--- config.mk ---
export PLATFORM = sky130hd
export DESIGN_NAME = ppt_multi_pulse_gen_flat
export DESIGN_NICKNAME = d
export VERILOG_FILES = /design/src/rtl/ppt_multi_pulse_gen_if.sv /design/src/rtl/ppt_multi_pulse_gen.sv /design/src/flat_wrapper.sv
export SDC_FILE = /design/constraint.sdc
export NUM_CORES = 1
export LEC_CHECK = 0
export BUFFER_PORTS_ARGS = -buffer_cell sky130_fd_sc_hd__buf_2
export CAP_MARGIN = 30
export CORE_MARGIN = 5
export CORE_UTILIZATION = 35
export CTS_BUF_LIST = sky130_fd_sc_hd__clkbuf_4
export DETAILED_ROUTE_END_ITERATION = 6
export PLACE_DENSITY = 0.5
export SYNTH_ARGS = -nofsm -noshare
export SYNTH_HDL_FRONTEND = slang
export SYNTH_SLANG_ARGS = --single-unit
--- constraint.sdc ---
create_clock -name clk -period 8.6 [get_ports clk]
set_input_delay 0.86 -clock clk [delete_from_list [all_inputs] [get_ports clk]]
set_output_delay 0.86 -clock clk [all_outputs]
set_load 0.1 [all_outputs]
--- src/rtl/ppt_multi_pulse_gen_if.sv ---
// Register-file side bundle for the multi-channel pulse-train core: config and run bits in, status out.
// The core takes the slave modport; the register file takes the master modport.
interface ppt_multi_pulse_gen_if #(
    parameter int CHANNELS = 4,
    parameter int CNT_W    = 16,
    parameter int DLY_W    = 16
);
    logic [CHANNELS-1:0]       run;
    logic                      sync_start;
    logic [CHANNELS*CNT_W-1:0] period;
    logic [CHANNELS*CNT_W-1:0] width;
    logic [CHANNELS*CNT_W-1:0] count;
    logic [CHANNELS*DLY_W-1:0] delay;
    logic [CHANNELS-1:0]       polarity;
    logic [CHANNELS-1:0]       pulse_out;
    logic [CHANNELS-1:0]       busy;
    logic [CHANNELS-1:0]       done;
    logic [CHANNELS-1:0]       err;
    logic [CHANNELS*CNT_W-1:0] count_done;

    modport master (
        output run, sync_start, period, width, count, delay, polarity,
        input  pulse_out, busy, done, err, count_done
    );

    modport slave (
        input  run, sync_start, period, width, count, delay, polarity,
        output pulse_out, busy, done, err, count_done
    );
endinterface

--- src/rtl/ppt_multi_pulse_gen.sv ---
// N independent pulse-train channels with start delay, polarity, abort and shared synchronised start.
// Latency: first active output cycle is registered one edge after the start edge plus the delay.
// No backpressure: config is shadowed at start, status is continuously valid.
module ppt_multi_pulse_gen #(
    parameter int CHANNELS = 4,
    parameter int CNT_W    = 16,
    parameter int DLY_W    = 16
) (
    input  logic                      clk,
    input  logic                      rst,
    ppt_multi_pulse_gen_if.slave      bus
);

    typedef enum logic [2:0] {
        S_IDLE,
        S_DELAY,
        S_ACTIVE,
        S_INACTIVE,
        S_DONE
    } state_t;

    logic [CHANNELS-1:0]       pulse_vec;
    logic [CHANNELS-1:0]       busy_vec;
    logic [CHANNELS-1:0]       done_vec;
    logic [CHANNELS-1:0]       err_vec;
    logic [CHANNELS*CNT_W-1:0] cd_vec;

    for (genvar c = 0; c < CHANNELS; c++) begin : g_ch
        logic [CNT_W-1:0] per_in, wid_in, cnt_in;
        logic [DLY_W-1:0] dly_in;
        logic             run_in, pol_in;

        state_t           state_q, state_n;
        logic [CNT_W-1:0] phase_q, phase_n;
        logic [DLY_W-1:0] dly_q, dly_n;
        logic [CNT_W-1:0] per_s, per_n, wid_s, wid_n, cnt_s, cnt_n;
        logic             pol_s, pol_n;
        logic             out_q, out_n;
        logic             done_q, done_n, err_q, err_n;
        logic [CNT_W-1:0] cd_q, cd_n;
        logic             run_prev_q;

        logic             start;
        logic [CNT_W-1:0] act_len;
        logic [CNT_W-1:0] cd_inc;
        logic             period_end;
        logic [CNT_W-1:0] emit_idx;
        logic             idle_like;

        assign per_in = bus.period[c*CNT_W +: CNT_W];
        assign wid_in = bus.width[c*CNT_W +: CNT_W];
        assign cnt_in = bus.count[c*CNT_W +: CNT_W];
        assign dly_in = bus.delay[c*DLY_W +: DLY_W];
        assign run_in = bus.run[c];
        assign pol_in = bus.polarity[c];

        assign start      = run_in && (!run_prev_q || bus.sync_start);
        assign act_len    = (wid_s < per_s) ? wid_s : per_s;
        assign cd_inc     = (cd_q == '1) ? cd_q : cd_q + 1'b1;
        // phase_q counts cycles already emitted in this period; reaching per_s means the period just ended
        assign period_end = (phase_q == per_s);
        assign emit_idx   = period_end ? '0 : phase_q;

        always_ff @(posedge clk) begin
            if (rst) begin
                state_q    <= S_IDLE;
                phase_q    <= '0;
                dly_q      <= '0;
                per_s      <= '0;
                wid_s      <= '0;
                cnt_s      <= '0;
                pol_s      <= 1'b0;
                out_q      <= 1'b0;
                done_q     <= 1'b0;
                err_q      <= 1'b0;
                cd_q       <= '0;
                // a run level held through reset must not look like a fresh rising edge
                run_prev_q <= run_in;
            end else begin
                state_q    <= state_n;
                phase_q    <= phase_n;
                dly_q      <= dly_n;
                per_s      <= per_n;
                wid_s      <= wid_n;
                cnt_s      <= cnt_n;
                pol_s      <= pol_n;
                out_q      <= out_n;
                done_q     <= done_n;
                err_q      <= err_n;
                cd_q       <= cd_n;
                run_prev_q <= run_in;
            end
        end

        always_comb begin
            state_n = state_q;
            phase_n = phase_q;
            dly_n   = dly_q;
            per_n   = per_s;
            wid_n   = wid_s;
            cnt_n   = cnt_s;
            pol_n   = pol_s;
            out_n   = out_q;
            done_n  = done_q;
            err_n   = err_q;
            cd_n    = cd_q;
            unique case (state_q)
                S_IDLE, S_DONE: begin
                    if (start) begin
                        per_n   = per_in;
                        wid_n   = wid_in;
                        cnt_n   = cnt_in;
                        pol_n   = pol_in;
                        dly_n   = dly_in;
                        phase_n = '0;
                        out_n   = pol_in;
                        done_n  = 1'b0;
                        cd_n    = '0;
                        if (per_in == '0) begin
                            err_n   = 1'b1;
                            state_n = S_IDLE;
                        end else begin
                            err_n   = 1'b0;
                            state_n = (dly_in != '0) ? S_DELAY : S_ACTIVE;
                        end
                    end
                end
                S_DELAY: begin
                    if (!run_in) begin
                        state_n = S_IDLE;
                    end else begin
                        dly_n = dly_q - 1'b1;
                        if (dly_q == DLY_W'(1)) state_n = S_ACTIVE;
                    end
                end
                S_ACTIVE, S_INACTIVE: begin
                    if (period_end) cd_n = cd_inc;
                    // completion wins over a simultaneous abort
                    if (period_end && cnt_s != '0 && cd_inc == cnt_s) begin
                        state_n = S_DONE;
                        done_n  = 1'b1;
                        out_n   = pol_s;
                    end else if (!run_in) begin
                        state_n = S_IDLE;
                        out_n   = pol_s;
                    end else begin
                        out_n   = (emit_idx < act_len) ? ~pol_s : pol_s;
                        state_n = (emit_idx < act_len) ? S_ACTIVE : S_INACTIVE;
                        phase_n = emit_idx + 1'b1;
                    end
                end
                default: state_n = S_IDLE;
            endcase
        end

        assign idle_like            = (state_q == S_IDLE) || (state_q == S_DONE);
        assign pulse_vec[c]         = idle_like ? pol_in : out_q;
        assign busy_vec[c]          = !idle_like;
        assign done_vec[c]          = done_q;
        assign err_vec[c]           = err_q;
        assign cd_vec[c*CNT_W +: CNT_W] = cd_q;
    end

    assign bus.pulse_out  = pulse_vec;
    assign bus.busy       = busy_vec;
    assign bus.done       = done_vec;
    assign bus.err        = err_vec;
    assign bus.count_done = cd_vec;

endmodule

--- src/flat_wrapper.sv ---
// flat-port wrapper written by rule: the top's interface ports become plain ports
module ppt_multi_pulse_gen_flat 
#(
    parameter int CHANNELS = 4,
    parameter int CNT_W    = 16,
    parameter int DLY_W    = 16
)
  (clk, rst, bus_run, bus_sync_start, bus_period, bus_width, bus_count, bus_delay, bus_polarity, bus_pulse_out, bus_busy, bus_done, bus_err, bus_count_done);
  ppt_multi_pulse_gen_if #(.CHANNELS(CHANNELS), .CNT_W(CNT_W), .DLY_W(DLY_W)) bus_i ();
  input  logic clk;
  input  logic rst;
  input wire logic [$bits(bus_i.run)-1:0] bus_run;
  input wire logic [$bits(bus_i.sync_start)-1:0] bus_sync_start;
  input wire logic [$bits(bus_i.period)-1:0] bus_period;
  input wire logic [$bits(bus_i.width)-1:0] bus_width;
  input wire logic [$bits(bus_i.count)-1:0] bus_count;
  input wire logic [$bits(bus_i.delay)-1:0] bus_delay;
  input wire logic [$bits(bus_i.polarity)-1:0] bus_polarity;
  output wire logic [$bits(bus_i.pulse_out)-1:0] bus_pulse_out;
  output wire logic [$bits(bus_i.busy)-1:0] bus_busy;
  output wire logic [$bits(bus_i.done)-1:0] bus_done;
  output wire logic [$bits(bus_i.err)-1:0] bus_err;
  output wire logic [$bits(bus_i.count_done)-1:0] bus_count_done;
  assign bus_i.run = bus_run;
  assign bus_i.sync_start = bus_sync_start;
  assign bus_i.period = bus_period;
  assign bus_i.width = bus_width;
  assign bus_i.count = bus_count;
  assign bus_i.delay = bus_delay;
  assign bus_i.polarity = bus_polarity;
  assign bus_pulse_out = bus_i.pulse_out;
  assign bus_busy = bus_i.busy;
  assign bus_done = bus_i.done;
  assign bus_err = bus_i.err;
  assign bus_count_done = bus_i.count_done;
  ppt_multi_pulse_gen #(.CHANNELS(CHANNELS), .CNT_W(CNT_W), .DLY_W(DLY_W)) u_core (.clk(clk), .rst(rst), .bus(bus_i));
endmodule
After elaboration in Yosys (flattened, before gate mapping)
Index checks and enable logic that the tools add are counted.
- add/sub/neg operators: 12
- $mul: 0
- div/mod/pow operators: 0
- $lt $le $gt $ge: 8
- equality and inequality tests: 60
- shift-type cells: 0
- muxes and demuxes: 124
- bitwise gates (word level): 4
- reductions and logical operators: 88
- operator list (cell ; number):
    $mux W16 ; 36
    $pmux W16 S2 ; 12
    $add A16 B1 Y16 const B ; 8
    $eq A16 B16 Y1 ; 8
    $lt A16 B16 Y1 ; 8
    $reduce_bool A16 Y1 ; 8
    $mux W3 ; 24
    $eq A16 B1 Y1 const B ; 4
    $eq A16 B16 Y1 const B ; 4
    $logic_not A16 Y1 ; 4
    $sub A16 B1 Y16 const B ; 4
    $mux W1 ; 36
    $pmux W3 S3 ; 4
    $reduce_and A3 Y1 ; 12
    $eq A3 B2 Y1 const B ; 8
    $ne A2 B1 Y1 const B ; 12
    $ne A2 B2 Y1 const B ; 12
    $reduce_and A2 Y1 ; 12
    $pmux W1 S2 ; 8
    $reduce_and A4 Y1 ; 4
    $reduce_bool A2 Y1 ; 8
    $reduce_or A2 Y1 ; 8
    $eq A3 B1 Y1 const B ; 4
    $eq A3 B3 Y1 const B ; 4
    other kinds (7) ; 44
- register bits: 416
- bits in latches: 0
- memory bits (writable): 0
- bits in read-only memories: 0
- input port bits: 267
- memories: 0

Depth between registers and ports, before layout
- depth after elaboration: 7
- gate-level depth with buffers: 19

Least setup slack after synthesis
OpenSTA, ideal clock, no wires.
- kind: reg-to-reg
- start: reg u_core.g_ch[2].per_s[15]
- end: reg u_core.g_ch[2].out_q
- library setup time: 0.120 ns
- arrival time: 4.190 ns
- setup slack: 4.290 ns
- stages on the path, launching flop included: 18
- path buffers: 1
- clock period less this slack: 4.310 ns
- path through: dfxtp_1 -> inv_1 -> ha_1 -> nand3_1 -> or4_1 -> or4_1 -> nand3_1 -> clkbuf_1 -> mux2i_1 -> ha_1 -> a21o_1 -> a21o_1 -> a21oi_1 -> nor2_1 -> a211oi_1 -> inv_1 -> o31a_1 -> o31a_1
- word-level cells in the longest chain between the ends: 7
- elaborated cells on any way between the ends: 11
- RTL lines (what ; line ; RTL):
    start, declared ; ppt_multi_pulse_gen.sv:36 ; logic [CNT_W-1:0] per_s, per_n, wid_s, wid_n, cnt_s, cnt_n;
    start signal, assigned ; ppt_multi_pulse_gen.sv:83 ; per_s <= per_n;
    $lt A16 B16 Y1 / $eq A16 B16 Y1 (equally long branches) ; ppt_multi_pulse_gen.sv:58, ppt_multi_pulse_gen.sv:61 ;
    $mux W16, on equally long branches ; ppt_multi_pulse_gen.sv:58, ppt_multi_pulse_gen.sv:62 ;
    $lt A16 B16 Y1 ; ppt_multi_pulse_gen.sv:147 ; out_n = (emit_idx < act_len) ? ~pol_s : pol_s;
    $mux W1 ; ppt_multi_pulse_gen.sv:147 ;
    $mux W1 ; ppt_multi_pulse_gen.sv:143 ; end else if (!run_in) begin
    $mux W1 (*) ; ppt_multi_pulse_gen.sv:139 ; if (period_end && cnt_s != '0 && cd_inc == cnt_s) begin
    $pmux W1 S2 (*) ; ppt_multi_pulse_gen.sv:107 ; unique case (state_q)
    end signal, assigned ; ppt_multi_pulse_gen.sv:87 ; out_q <= out_n;
    end, declared ; ppt_multi_pulse_gen.sv:38 ; logic out_q, out_n;
Mark *: on every way between the ends. The rest lies on a longest branch, timed or not.
A chain may end at the register's enable or synchronous reset.

Worst setup path after layout
- start: reg u_core.g_ch[3].per_s[4]
- end: reg u_core.g_ch[3].out_q
- word-level cells in the longest chain between the ends: 7
- elaborated cells on any way between the ends: 11
- RTL lines (what ; line):
    start, declared ; ppt_multi_pulse_gen.sv:36
    start signal, assigned ; ppt_multi_pulse_gen.sv:83
    $lt A16 B16 Y1 / $eq A16 B16 Y1 (equally long branches) ; ppt_multi_pulse_gen.sv:58, ppt_multi_pulse_gen.sv:61
    $mux W16, on equally long branches ; ppt_multi_pulse_gen.sv:58, ppt_multi_pulse_gen.sv:62
    $lt A16 B16 Y1 ; ppt_multi_pulse_gen.sv:147
    $mux W1 ; ppt_multi_pulse_gen.sv:147
    $mux W1 ; ppt_multi_pulse_gen.sv:143
    $mux W1 (*) ; ppt_multi_pulse_gen.sv:139
    $pmux W1 S2 (*) ; ppt_multi_pulse_gen.sv:107
    end signal, assigned ; ppt_multi_pulse_gen.sv:87
    end, declared ; ppt_multi_pulse_gen.sv:38
Marked as above.

==> results <==
- The die outline width is 286 um.
- The tool flagged a number of max-cap violations equal to 0.
- The signed area change from the synthesized netlist to the final layout is 15.0%.
- In the finished design, the share of the clock period the worst path needs comes to 53.1%.
- Sorting the synthesized cells by area gives the leading types as sky130_fd_sc_hd__dfxtp_1, sky130_fd_sc_hd__nand2_1, sky130_fd_sc_hd__a21oi_1.
- The startpoint type of the worst setup path is a flip-flop.
- The final antenna-violating net count is 0.
- The final hold violation count came to 0.
- At the pin with the least slew margin, the transition time is 1010 ps.
- Of all cell types, the one taking the most synthesized area is sky130_fd_sc_hd__dfxtp_1.
- The number of clock buffers inserted by TritonCTS is 130.
- The headroom to the max-slew limit is 32.6%.
- Setup repair after global routing left no endpoint under its margin.
- The die covers 81900 um^2.
- In this run the core area contains 101 standard-cell rows.
- The max-slew violation count is 0.
- The global placer's final weighted congestion is 0.884.
- Synthesis produced 3579 cells.
- The number of warnings reported in the yosys synthesis log is 0.
- The first-pass GRT wire length is 142000 um.
- The static leakage power is 12.5 nW.
- Before CTS, the worst setup slack after placement is 4070 ps.
- The first-pass iteration count of the detailed router is 5.
- Setup violations remaining at the end of the flow were counted as 0.
- In the final layout, the multi-input gates occupy 17100 um^2.
- The post-CTS clock slew at the launch and capture registers of the worst setup and hold paths is 60 ps.
- For met2 alone, demand over resource in global routing was 33.1%.
- The number of global-route vias before repair was 25900.
- The met3 usage in global routing is 4.44%.
- Counting flops with a built-in enable in the synthesized netlist gives 0.
- The CTS root buffer is sky130_fd_sc_hd__clkbuf_4.
- In the final layout, flip-flops and latches occupy 8330 um^2.
- The share of post-route cells with drive strength above 1 is 16.4%.
- For this run, the register share of the synthesized area comes to 31.2%.
- The final standard cell utilization of the core is 40.5%.
- For this block, the initial DRC count from the detailed router was 1770.
- The total global-route track usage is 20.9%.
- In this run, post-CTS hold repair placed 0 buffers.
- The required time at the worst-slack endpoint is 9380 ps.
- The layout net count is 4271.
- The arrival time reported for the critical path endpoint is 5350 ps.
- By count the netlist is led by sky130_fd_sc_hd__nand2_1, sky130_fd_sc_hd__dfxtp_1, sky130_fd_sc_hd__a21oi_1.
- For this design the top-level I/O count stands at 347.
- The estimated wirelength of the detail-placed design is 64500 um.
- The number of nets handed over by synthesis was 3982.
- Once the floorplan was initialized, standard cells occupied 35.2% of the core.
- The largest fanout on the critical path is 16.
- In the global route stage, met1 resource usage came out at 28.6%.
- In the routed design, unresolved DRC markers number 0.
- The worst path meets setup with 4030 ps of slack.
- The power per standard cell area is 185 nW/um^2.
- The maximum vdd ir drop is 0.106 mV.
- The final critical path time including I/O delays and setup is 4570 ps.
- The per-cell routed wire length is 17.9 um.
- The clock skew after layout is 93.9 ps.
- The number of buffers inserted by port buffering is 346.
- The cell with the most instances after synthesis is sky130_fd_sc_hd__nand2_1.
- The buffer levels on the longest clock path is 3.
- The clock reaches the later pin of the worst-skew pair after 950 ps.
- The setup TNS is 0 ps.
- The H-tree was split into 4 levels.
- The routed via count divided by cell count is 5.46.
- The total wire length is 88400 um.
- The count of different cell masters after synthesis is 99.
- The y dimension of the die is 286 um.
- The start-to-end type of the worst setup path is flip-flop to flip-flop.
- The largest net degree at the start of global routing is 187.
- The number of antenna violations at the first check in global routing is 7.
- The number of flip-flops and latches in the synthesized netlist is 416.
- The worst setup path is captured at a flip-flop.
- TritonCTS built the clock tree.
- The clock sink count is 416.
- The path class of the tightest hold or removal check is input pin to flip-flop.
- The overall via count from detail_route is 27000.
- Global routing finished with a remaining overflow of 0.
- The area of the core is 75800 um^2.
- Summing every instance area after synthesis gives 26700 um^2.
- After global routing, the most crowded layer is met2.
- The flow ran to the end, and the final reports show no timing, DRC or antenna violations.
- After clock tree synthesis, the repair step resized 0 gates.
- In the synthesized netlist the async set-or-reset flop fraction comes to 0%.
- The most used flip-flop cell after synthesis is sky130_fd_sc_hd__dfxtp_1.
- The average instance area after synthesis is 7.46 um^2.
- The highest clock frequency the design can meet is 219 MHz.
- Counting the fill cells in the layout gives 8145.
- The area share of the largest cell type after synthesis is 31.2%.
- The number of setup buffers added after CTS is 0.
[layout make-up]
cell class                 instances  share of cell area, %
antenna                           11                 0.0896
timing repair buffer             373                   6.38
multi-input combinational       2832                   55.7
clock inverter                    31                  0.733
inverter                         115                   1.41
clock buffer                     190                   4.64
sequential                       416                   27.1
tap                              978                   3.98
[registers in the layout (all words and copies together) (netlist names)]
| register | cells |
|---|---|
| u_core.g_ch.cd_q | 64 |
| u_core.g_ch.cnt_s | 64 |
| u_core.g_ch.dly_q | 64 |
| u_core.g_ch.done_q | 4 |
| u_core.g_ch.err_q | 4 |
| u_core.g_ch.out_q | 4 |
| u_core.g_ch.per_s | 64 |
| u_core.g_ch.phase_q | 64 |
| u_core.g_ch.pol_s | 4 |
| u_core.g_ch.run_prev_q | 4 |
| u_core.g_ch.state_q | 12 |
| u_core.g_ch.wid_s | 64 |
[cells in the final DEF, fill, tap and decap left out, types with 27 or more instances in the layout]
cell type and n:
sky130_fd_sc_hd__xor2_1 93, sky130_fd_sc_hd__nand3_1 115, sky130_fd_sc_hd__dfxtp_1 416, sky130_fd_sc_hd__a31oi_1 50, sky130_fd_sc_hd__a21oi_1 412, sky130_fd_sc_hd__nor4_1 102
sky130_fd_sc_hd__ha_1 136, sky130_fd_sc_hd__xnor2_1 47, sky130_fd_sc_hd__nand2_1 604, sky130_fd_sc_hd__nand2b_1 45, sky130_fd_sc_hd__and4_1 27, sky130_fd_sc_hd__inv_1 113
sky130_fd_sc_hd__a211oi_1 47, sky130_fd_sc_hd__and3_1 44, sky130_fd_sc_hd__mux2i_1 87, sky130_fd_sc_hd__buf_2 346, sky130_fd_sc_hd__o21ai_0 154, sky130_fd_sc_hd__nor2_1 258
sky130_fd_sc_hd__nand4_1 81, sky130_fd_sc_hd__clkbuf_4 190, sky130_fd_sc_hd__and2_1 87, sky130_fd_sc_hd__nor3_1 86
[critical path, cell delays in order (launching register included)]
cell	delay [ps]
sky130_fd_sc_hd__dfxtp_1	390
sky130_fd_sc_hd__inv_1	60
sky130_fd_sc_hd__ha_1	260
sky130_fd_sc_hd__and3_1	190
sky130_fd_sc_hd__a221o_1	290
sky130_fd_sc_hd__a31oi_1	180
sky130_fd_sc_hd__o21ai_0	120
sky130_fd_sc_hd__nand2_1	690
sky130_fd_sc_hd__mux2i_1	270
sky130_fd_sc_hd__ha_1	270
sky130_fd_sc_hd__a21o_1	180
sky130_fd_sc_hd__a21o_1	170
sky130_fd_sc_hd__a21o_1	170
sky130_fd_sc_hd__a21oi_1	240
sky130_fd_sc_hd__a21oi_1	100
sky130_fd_sc_hd__or3_1	350
sky130_fd_sc_hd__o31ai_1	140
sky130_fd_sc_hd__mux2i_1	250
sky130_fd_sc_hd__nor3_1	70
[final timing paths]
kind                                start                       to  slack, ps  depth (start not counted)
setup reg to reg  u_core.g_ch[3].per_s[4]     u_core.g_ch[3].out_q       4030                         18
hold reg to reg   u_core.g_ch[1].wid_s[0]  u_core.g_ch[1].wid_s[0]        480                          2
hold / removal              bus_count[32]  u_core.g_ch[2].cnt_s[0]        150                          3
setup / recovery  u_core.g_ch[3].per_s[4]     u_core.g_ch[3].out_q       4030                         18
[cell families (layout without fill, tap and decap cells)]
group / after synthesis / count (layout) / synth area share (%)
muxes: 94 / 94 / 3.56
other: 0 / 11 / 0
DFF: 416 / 416 / 31.2
and+or+nand+nor: 1579 / 1579 / 29.0
buffers and inverters: 331 / 709 / 5.00
adders and majority gates: 136 / 136 / 6.37
AOI/OAI and AO/OA: 883 / 883 / 20.3
xor gates and xnor gates: 140 / 140 / 4.59
[power by group]
group	leakage (nW)	internal, mW	switching (mW)	total [mW]
clock	0.984	1.10	0.935	2.03
combinational	8.17	0.533	0.899	1.43
sequential	3.39	2.06	0.147	2.21
[stage by stage]
step	hold slack [ps]	power (mW)	instances	instance area (um^2)
4_1_cts	6.86	5.78	4934	30700
5_1_grt	25.5	6.08	4945	30700
2_1_floorplan	432	3.26	3579	26700
3_5_place_dp	467	3.68	4713	29000
3_3_place_gp	464	3.68	4709	29000
6_report	151	5.67	4946	30700
[metal layers]
metal	vias to the layer above	wire [um]
met5	-	0
met1	12600	41200
met4	0	1780
li1	13600	-
met3	134	5380
met2	747	40000
Note: power is estimated with default switching activity, not from simulation.
